`config.mk`:
```
export PLATFORM = sky130hd
export DESIGN_NAME = downscale_engine_flat
export DESIGN_NICKNAME = d
export VERILOG_FILES = /design/src/rtl/downscale_pkg.sv /design/src/rtl/downscale_engine_if.sv /design/src/rtl/downscale_addr_gen.sv /design/src/rtl/downscale_engine.sv /design/src/flat_wrapper.sv
export SDC_FILE = /design/constraint.sdc
export NUM_CORES = 1
export LEC_CHECK = 0
export BUFFER_PORTS_ARGS = -buffer_cell sky130_fd_sc_hd__clkbuf_2
export CORE_MARGIN = 5
export CORE_UTILIZATION = 25
export DETAILED_ROUTE_END_ITERATION = 8
export PLACE_DENSITY_LB_ADDON = 0.2
export REMOVE_ABC_BUFFERS = 1
export SLEW_MARGIN = 20
export SYNTH_ARGS = -nofsm -noshare
export SYNTH_HDL_FRONTEND = slang
export SYNTH_SLANG_ARGS = --single-unit
```
`constraint.sdc`:
```
create_clock -name clk -period 9.6 [get_ports clk]
set_input_delay 1.92 -clock clk [delete_from_list [all_inputs] [get_ports clk]]
set_output_delay 1.92 -clock clk [all_outputs]
set_load 0.05 [all_outputs]
```
`src/rtl/downscale_pkg.sv`:
```
// Shared types and constants for the frame downscaler: FSM states, factor
// encodings, return-tag layout and accumulator sizing.
package downscale_pkg;

    typedef enum logic [1:0] {IDLE, RUN, DRAIN, DONE} state_e;

    typedef enum logic [1:0] {
        FSEL_1 = 2'b00,
        FSEL_2 = 2'b01,
        FSEL_4 = 2'b10,
        FSEL_8 = 2'b11
    } fsel_e;

    localparam int MAX_LOG2F = 3;

    // A full 8x8 block sum needs 2*MAX_LOG2F extra bits above the pixel.
    function automatic int acc_w(input int pix_w);
        return pix_w + 2 * MAX_LOG2F;
    endfunction

    typedef struct packed {
        logic vld;
        logic first;
        logic last;
    } tag_t;

endpackage

```
`src/rtl/downscale_engine_if.sv`:
```
// Control handshake plus ROM read and VGA RAM write buses of the downscaler.
interface downscale_engine_if #(
    parameter int PIX_W  = 8,
    parameter int ADDR_W = 19
);
    logic              start;
    logic [1:0]        factor_sel;
    logic              mode;
    logic [ADDR_W-1:0] rom_addr;
    logic [PIX_W-1:0]  pixel_rom;
    logic              ram_we;
    logic [ADDR_W-1:0] addr_ram_vga;
    logic [PIX_W-1:0]  pixel_saida;
    logic              busy;
    logic              done;

    modport master (
        output start, factor_sel, mode, pixel_rom,
        input  rom_addr, ram_we, addr_ram_vga, pixel_saida, busy, done
    );

    modport slave (
        input  start, factor_sel, mode, pixel_rom,
        output rom_addr, ram_we, addr_ram_vga, pixel_saida, busy, done
    );
endinterface

```
`src/rtl/downscale_addr_gen.sv`:
```
// Block/output-pixel counters and source address generation; sx fastest,
// then sy, ox, oy. Nearest mode collapses the block to a single sample.
module downscale_addr_gen
    import downscale_pkg::*;
#(
    parameter int WIDTH  = 160,
    parameter int HEIGHT = 120,
    parameter int ADDR_W = 19
) (
    input  logic              clk,
    input  logic              rst,
    input  logic              clr,
    input  logic              adv,
    input  logic [1:0]        fsel,
    input  logic              avg,
    output logic [ADDR_W-1:0] addr,
    output logic              first,
    output logic              last_blk,
    output logic              last_frame
);
    localparam int OX_W = $clog2(WIDTH);
    localparam int OY_W = $clog2(HEIGHT);

    logic [MAX_LOG2F-1:0] sx_q, sx_d, sy_q, sy_d, blk_max;
    logic [OX_W-1:0]      ox_q, ox_d, ow_max;
    logic [OY_W-1:0]      oy_q, oy_d, oh_max;
    logic [1:0]           blk_log2;
    logic                 sx_last, sy_last, ox_last, oy_last;
    logic [ADDR_W-1:0]    row, col;

    assign blk_log2 = avg ? fsel : 2'd0;
    assign blk_max  = 3'((4'd1 << blk_log2) - 4'd1);
    assign ow_max   = OX_W'((WIDTH >> fsel) - 1);
    assign oh_max   = OY_W'((HEIGHT >> fsel) - 1);

    assign sx_last    = (sx_q == blk_max);
    assign sy_last    = (sy_q == blk_max);
    assign ox_last    = (ox_q == ow_max);
    assign oy_last    = (oy_q == oh_max);
    assign first      = (sx_q == '0) && (sy_q == '0);
    assign last_blk   = sx_last && sy_last;
    assign last_frame = last_blk && ox_last && oy_last;

    assign row  = (ADDR_W'(oy_q) << fsel) + ADDR_W'(sy_q);
    assign col  = (ADDR_W'(ox_q) << fsel) + ADDR_W'(sx_q);
    assign addr = ADDR_W'(row * ADDR_W'(WIDTH)) + col;

    always_comb begin
        sx_d = sx_q;
        sy_d = sy_q;
        ox_d = ox_q;
        oy_d = oy_q;
        if (clr) begin
            sx_d = '0;
            sy_d = '0;
            ox_d = '0;
            oy_d = '0;
        end else if (adv) begin
            // All counters wrap to zero after the final sample of the frame.
            if (!sx_last) sx_d = sx_q + 3'd1;
            else begin
                sx_d = '0;
                if (!sy_last) sy_d = sy_q + 3'd1;
                else begin
                    sy_d = '0;
                    if (!ox_last) ox_d = ox_q + OX_W'(1);
                    else begin
                        ox_d = '0;
                        oy_d = oy_last ? '0 : oy_q + OY_W'(1);
                    end
                end
            end
        end
    end

    always_ff @(posedge clk) begin
        if (rst) begin
            sx_q <= '0;
            sy_q <= '0;
            ox_q <= '0;
            oy_q <= '0;
        end else begin
            sx_q <= sx_d;
            sy_q <= sy_d;
            ox_q <= ox_d;
            oy_q <= oy_d;
        end
    end
endmodule

```
`src/rtl/downscale_engine.sv`:
```
// Frame downscaler: streams source reads from a latency-RD_LAT ROM and writes
// nearest or block-averaged pixels to the VGA RAM in raster order.
module downscale_engine
    import downscale_pkg::*;
#(
    parameter int WIDTH  = 160,
    parameter int HEIGHT = 120,
    parameter int PIX_W  = 8,
    parameter int ADDR_W = 19,
    parameter int RD_LAT = 1
) (
    input  logic clk,
    input  logic rst,
    downscale_engine_if.slave bus
);
    localparam int ACC_W = acc_w(PIX_W);

    state_e                 state_q, state_d;
    logic [1:0]             fsel_q, fsel_d, drn_q, drn_d;
    logic                   mode_q, mode_d, busy_q, busy_d, done_q, done_d;
    logic                   ram_we_q, ram_we_d;
    logic [ACC_W-1:0]       acc_q, acc_d, sum;
    logic [ADDR_W-1:0]      wr_cnt_q, wr_cnt_d, addr_ram_vga_q, addr_ram_vga_d, src_addr;
    logic [PIX_W-1:0]       pixel_saida_q, pixel_saida_d;
    tag_t [RD_LAT:1]        tag_pipe_q, tag_pipe_d;
    tag_t                   issue_tag, ret;
    logic                   start_acc, issue, gen_first, gen_last_blk, gen_last_frame;
    logic [2:0]             shamt;

    assign start_acc = (state_q == IDLE) && bus.start;
    assign issue     = (state_q == RUN);
    assign issue_tag = '{vld: issue, first: gen_first, last: gen_last_blk};
    assign ret       = tag_pipe_q[RD_LAT];
    assign sum       = (ret.first ? '0 : acc_q) + ACC_W'(bus.pixel_rom);
    assign shamt     = mode_q ? {fsel_q, 1'b0} : 3'd0;

    downscale_addr_gen #(
        .WIDTH (WIDTH),
        .HEIGHT(HEIGHT),
        .ADDR_W(ADDR_W)
    ) u_addr_gen (
        .clk       (clk),
        .rst       (rst),
        .clr       (start_acc),
        .adv       (issue),
        .fsel      (fsel_q),
        .avg       (mode_q),
        .addr      (src_addr),
        .first     (gen_first),
        .last_blk  (gen_last_blk),
        .last_frame(gen_last_frame)
    );

    always_comb begin
        state_d        = state_q;
        fsel_d         = fsel_q;
        mode_d         = mode_q;
        busy_d         = busy_q;
        done_d         = 1'b0;
        drn_d          = drn_q;
        acc_d          = acc_q;
        wr_cnt_d       = wr_cnt_q;
        ram_we_d       = 1'b0;
        addr_ram_vga_d = addr_ram_vga_q;
        pixel_saida_d  = pixel_saida_q;
        tag_pipe_d[1]  = issue_tag;
        for (int i = 2; i <= RD_LAT; i++) tag_pipe_d[i] = tag_pipe_q[i-1];

        case (state_q)
            IDLE: if (bus.start) begin
                state_d  = RUN;
                fsel_d   = bus.factor_sel;
                mode_d   = bus.mode;
                busy_d   = 1'b1;
                wr_cnt_d = '0;
            end
            RUN: if (gen_last_frame) begin
                state_d = DRAIN;
                drn_d   = '0;
            end
            // RD_LAT cycles of ROM returns plus the registered write stage.
            DRAIN: if (drn_q == 2'(RD_LAT)) begin
                state_d = DONE;
                busy_d  = 1'b0;
                done_d  = 1'b1;
            end else begin
                drn_d = drn_q + 2'd1;
            end
            DONE:    state_d = IDLE;
            default: state_d = IDLE;
        endcase

        if (ret.vld) begin
            acc_d = sum;
            if (ret.last) begin
                ram_we_d       = 1'b1;
                pixel_saida_d  = PIX_W'(sum >> shamt);
                addr_ram_vga_d = wr_cnt_q;
                wr_cnt_d       = wr_cnt_q + ADDR_W'(1);
            end
        end
    end

    always_ff @(posedge clk) begin
        if (rst) begin
            state_q        <= IDLE;
            fsel_q         <= '0;
            mode_q         <= 1'b0;
            busy_q         <= 1'b0;
            done_q         <= 1'b0;
            drn_q          <= '0;
            acc_q          <= '0;
            wr_cnt_q       <= '0;
            ram_we_q       <= 1'b0;
            addr_ram_vga_q <= '0;
            pixel_saida_q  <= '0;
            tag_pipe_q     <= '0;
        end else begin
            state_q        <= state_d;
            fsel_q         <= fsel_d;
            mode_q         <= mode_d;
            busy_q         <= busy_d;
            done_q         <= done_d;
            drn_q          <= drn_d;
            acc_q          <= acc_d;
            wr_cnt_q       <= wr_cnt_d;
            ram_we_q       <= ram_we_d;
            addr_ram_vga_q <= addr_ram_vga_d;
            pixel_saida_q  <= pixel_saida_d;
            tag_pipe_q     <= tag_pipe_d;
        end
    end

    assign bus.rom_addr     = src_addr;
    assign bus.ram_we       = ram_we_q;
    assign bus.addr_ram_vga = addr_ram_vga_q;
    assign bus.pixel_saida  = pixel_saida_q;
    assign bus.busy         = busy_q;
    assign bus.done         = done_q;
endmodule

```
`src/flat_wrapper.sv`:
```
// flat-port wrapper written by rule: the top's interface ports become plain ports
module downscale_engine_flat import downscale_pkg::*;
#(
    parameter int WIDTH  = 160,
    parameter int HEIGHT = 120,
    parameter int PIX_W  = 8,
    parameter int ADDR_W = 19,
    parameter int RD_LAT = 1
)
  (clk, rst, bus_start, bus_factor_sel, bus_mode, bus_pixel_rom, bus_rom_addr, bus_ram_we, bus_addr_ram_vga, bus_pixel_saida, bus_busy, bus_done);
  downscale_engine_if #(.PIX_W(PIX_W), .ADDR_W(ADDR_W)) bus_i ();
  input  logic clk;
  input  logic rst;
  input wire logic [$bits(bus_i.start)-1:0] bus_start;
  input wire logic [$bits(bus_i.factor_sel)-1:0] bus_factor_sel;
  input wire logic [$bits(bus_i.mode)-1:0] bus_mode;
  input wire logic [$bits(bus_i.pixel_rom)-1:0] bus_pixel_rom;
  output wire logic [$bits(bus_i.rom_addr)-1:0] bus_rom_addr;
  output wire logic [$bits(bus_i.ram_we)-1:0] bus_ram_we;
  output wire logic [$bits(bus_i.addr_ram_vga)-1:0] bus_addr_ram_vga;
  output wire logic [$bits(bus_i.pixel_saida)-1:0] bus_pixel_saida;
  output wire logic [$bits(bus_i.busy)-1:0] bus_busy;
  output wire logic [$bits(bus_i.done)-1:0] bus_done;
  assign bus_i.start = bus_start;
  assign bus_i.factor_sel = bus_factor_sel;
  assign bus_i.mode = bus_mode;
  assign bus_i.pixel_rom = bus_pixel_rom;
  assign bus_rom_addr = bus_i.rom_addr;
  assign bus_ram_we = bus_i.ram_we;
  assign bus_addr_ram_vga = bus_i.addr_ram_vga;
  assign bus_pixel_saida = bus_i.pixel_saida;
  assign bus_busy = bus_i.busy;
  assign bus_done = bus_i.done;
  downscale_engine #(.WIDTH(WIDTH), .HEIGHT(HEIGHT), .PIX_W(PIX_W), .ADDR_W(ADDR_W), .RD_LAT(RD_LAT)) u_core (.clk(clk), .rst(rst), .bus(bus_i));
endmodule
```
==> reports/metrics.sh <==
OUTCOME='completed'
CTS-BUFFERS-INSERTED=9
FIRST_ITER_VIOLATIONS=229
CTS.REPORTEDPATHS.CLKPINSLEW_PS=70
WORSTPATHREQUIRED_PS=7680
CTS_ROOT_BUF='clkbuf_16'
SETUP_VIOL=0
DRIVE_GT1_FRAC=0.107
SYNTH_FLOP_CELL='dfxtp_1'
STARTPOINT_TYPE='flop'
RSZ0062_AT_GRT='false'
CTS_SINKS=94
POSTSYNTH.ASYNCRESETSHARE=0
CLOCK_TREE.BUFFER_DEPTH=2
GRT_ANTENNA_BEFORE_REPAIR=0
WORST_SETUP_PATH_END_KIND='output port'
VIASPERCELL=4.79
TERMINUS_OF_THE_CRITICAL_FLOP_TO_FLOP_PATH='u_core.state_q[1]$_SDFFE_PP0P_'
WORST-R2R-SETUP-SLACK_PS=6000
SYNTH_ENABLE_FLOP_CELLS=0
SYNTH.LIB_CELLS_USED.DISTINCT=66
CTS_HTREE_LEVELS=3
MAXCAPVIOLATIONS=0
DPL.CELL_COUNT=1238
MOST_COMMON_CELL_AFTER_LAYOUT_FILL_AND_TAPS_ASIDE='nand2_1'
YOSYS_REGISTER_BITS=94
VDD.IR_DROP.WORST_V=0.0000691
FIN_SKEW_PS=7.69
GRT_UTIL_ALL_LAYERS=0.114
NETLIST_TOP_CELLS_AREA='dfxtp_1, ha_1, nand2_1, xnor2_1, nor2_1'
FLOORPLAN.DIE_AREA_UM2=30600
PATH_MAX_FANOUT=14
DIE_HEIGHT_UM=175
SYNTH.LARGEST_AREA_CELL='dfxtp_1'
BUFFER_PORTS.INSERTED=62
WORST_HOLD_PATH_TYPE='reg -> reg'
SYNTH_WARNINGS=0
FINALWEIGHTEDCONGESTION=0.783
CTSRESIZECOUNT=0
FIN_AREA_UM2=7680
ARRIVAL_PS=5280
SYNTHTOLAYOUTAREAGROWTH_PCT=13.0
GLOBAL_ROUTE_WIRE_LENGTH_BEFORE_REPAIR_UM=29300
POWERDENSITY_nW_PER_UM2=159
SLEW_VIOL_FINAL=0
TRITONCTS='built'
DRC=0
COUNT_OF_ANTENNA_VIOLATING_NETS_LEFT_AFTER_DETAILED_ROUTING=0
WORST_R2R_STARTPOINT='u_core.fsel_q[1]$_SDFFE_PP0P_'
SYNTH_AREA_UM2=6800
SETUP_TNS_PS=0
ROWS=60
VIA_COUNT=6006
MAX-SLEW-MARGIN-REL=0.432
ROUTE.DETAILED.WL_PER_INST_UM=14.1
TIMING.HOLD.WORST_ENDPOINT='u_core.bus.addr_ram_vga[3]$_SDFFE_PP0P_'
HIGHEST_COUNT_CELLS_IN_THE_LAYOUT_IGNORING_FILL_AND_TAPS='nand2_1, nor2_1, dfxtp_1, clkbuf_2, a21oi_1'
NUMBER_OF_GLOBAL_ROUTE_VIAS_BEFORE_REPAIR=5728
CTSHOLDBUFFERS=0
SYNTH-SEQ-AREA-SHARE=0.277
CLKLATENCYLATEPIN_PS=350
DP_HPWL_UM=12900
ACHIEVABLE-FREQUENCY_MHz=139
CRIT_PATH_START='u_core.fsel_q[0]$_SDFFE_PP0P_'
FINALNONFILLERCELLS=1254
START_UTIL=0.253
CRITPATHKIND='reg -> out'
CTS.REPAIR_TIMING.SETUP_BUFFER_COUNT=0
TIMING.FINAL.CRIT_SHARE=0.750
POST_SYNTH.CELL_AREA_AVG_UM2=7.81
LEAKAGE_nW=3.11
SYNTHCELLS=870
WORSTHOLDPATHCELLS=2
IO-PIN-COUNT=63
GRT_MAX_DEGREE=66
FINAL_UTIL=0.286
REG2REG_DEPTH=10
SYNTH_LARGEST_TYPE_AREA_FRACTION=0.277
HOLD_PATH_STARTPOINT='u_core.bus.addr_ram_vga[3]$_SDFFE_PP0P_'
ROUTED_WIRELENGTH_UM=17700
SLEW_AT_THE_PIN_CLOSEST_TO_ITS_MAX_SLEW_LIMIT_PS=851
TIMING.FINAL.CRIT_PERIOD_PS=7200
GR-TOTAL-OVERFLOW=0
PLACE_AREA_UM2=7390
FINAL-HOLD-VIOLATION-COUNT=0
LENGTH_OF_THE_FIRST_DETAILED_ROUTING_PASS_IN_ITERATIONS=4
FP.DIEW_UM=175
NUM-NETS-FINAL=983
ANTENNADIODECOUNT=0
FLOORPLAN.CORE_AREA_UM2=26900
==> how the worst max path moves through the flow <==
stage	slack, ps	depth (start not counted)	end
final	2400	19	bus_rom_addr[18]
after global routing	2000	20	bus_rom_addr[17]
after CTS	2280	19	bus_rom_addr[18]
after detailed placement	2700	19	bus_rom_addr[18]
after global placement	2730	19	bus_rom_addr[18]
after floorplan	1970	20	bus_rom_addr[16]
==> kinds of logic after synthesis <==
group	after synthesis	synth area share
xor+xnor	78	0.101
buf+inv	78	0.0477
fa+ha+maj	61	0.117
compound gates	180	0.172
simple gates	353	0.247
flops	94	0.277
mux	26	0.0388
==> cell usage after synthesis, drive strengths merged (4+ instances only) <==
cell / count
and2: 4
or3: 5
nor3: 23
nand4: 14
fa: 4
and3: 16
o21a: 10
nand2: 113
ha: 57
nor2: 101
a2bb2oi: 4
inv: 36
xor2: 32
o21bai: 4
a21o: 8
and4: 4
buf: 12
o211ai: 6
or2: 4
nor2b: 20
a32oi: 5
clkbuf: 29
a211oi: 6
xnor2: 46
o2111ai: 5
mux2i: 23
nor4: 4
nand3: 29
o221ai: 6
nand2b: 6
a22oi: 4
o21ai: 34
dfxtp: 94
a21oi: 58
==> critical path, stage by stage (launching register included) <==
cell      delay [ps]
dfxtp_2          320
inv_1            450
nor2_1           280
nand2_1          120
o21ai_0           90
ha_1             350
a21oi_1          100
nor3_1           270
nor4b_2          390
a311oi_1         150
o21a_1           240
ha_1             280
ha_1             360
a211oi_1         230
o21ai_0          130
a31o_2           270
xnor2_1          170
nor4_2           290
xor2_1           170
clkbuf_2         290
==> registers in the layout (all words and copies together) (netlist names), 3 cells and up <==
signal                   flops
u_core.bus.pixel_saida       8
u_core.u_addr_gen.sy_q       3
u_core.u_addr_gen.oy_q       7
u_core.u_addr_gen.ox_q       8
u_core.wr_cnt_q             19
u_core.ret                   3
u_core.acc_q                14
u_core.u_addr_gen.sx_q       3
u_core.bus.addr_ram_vga     19
==> metrics by stage <==
| stage | total power [mW] | setup WS, ps | hold WS [ps] |
|---|---|---|---|
| after floorplan | 0.770 | 1970 | 438 |
| after global placement | 0.891 | 2730 | 442 |
| after detailed placement | 0.892 | 2700 | 447 |
| after global routing | 1.30 | 2000 | 477 |
| after CTS | 1.25 | 2280 | 458 |
| final | 1.22 | 2400 | 453 |
==> where the power goes <==
part	internal [mW]	switching [mW]	total [mW]	leakage (nW)
clock network	0.186	0.162	0.348	0.138
registers	0.414	0.0341	0.448	0.760
logic	0.136	0.291	0.427	2.21
==> cell type report <==
cell class,count,area [um^2]
Clock buffer,11,243
Clock inverter,5,41.3
Fill cell,2972,19200
Inverter,37,139
Multi-Input combinational cell,698,4590
Sequential cell,94,1880
Tap cell,341,427
Timing Repair Buffer,68,355
==> per-layer routing <==
metal	GRT usage	routed length [um]	vias up
met5	0	0	-
met4	0.0327	248	0
met3	0.0147	499	16
met2	0.187	8130	82
met1	0.156	8780	2781
li1	-	-	3127
Note: power is estimated with default switching activity, not from simulation.
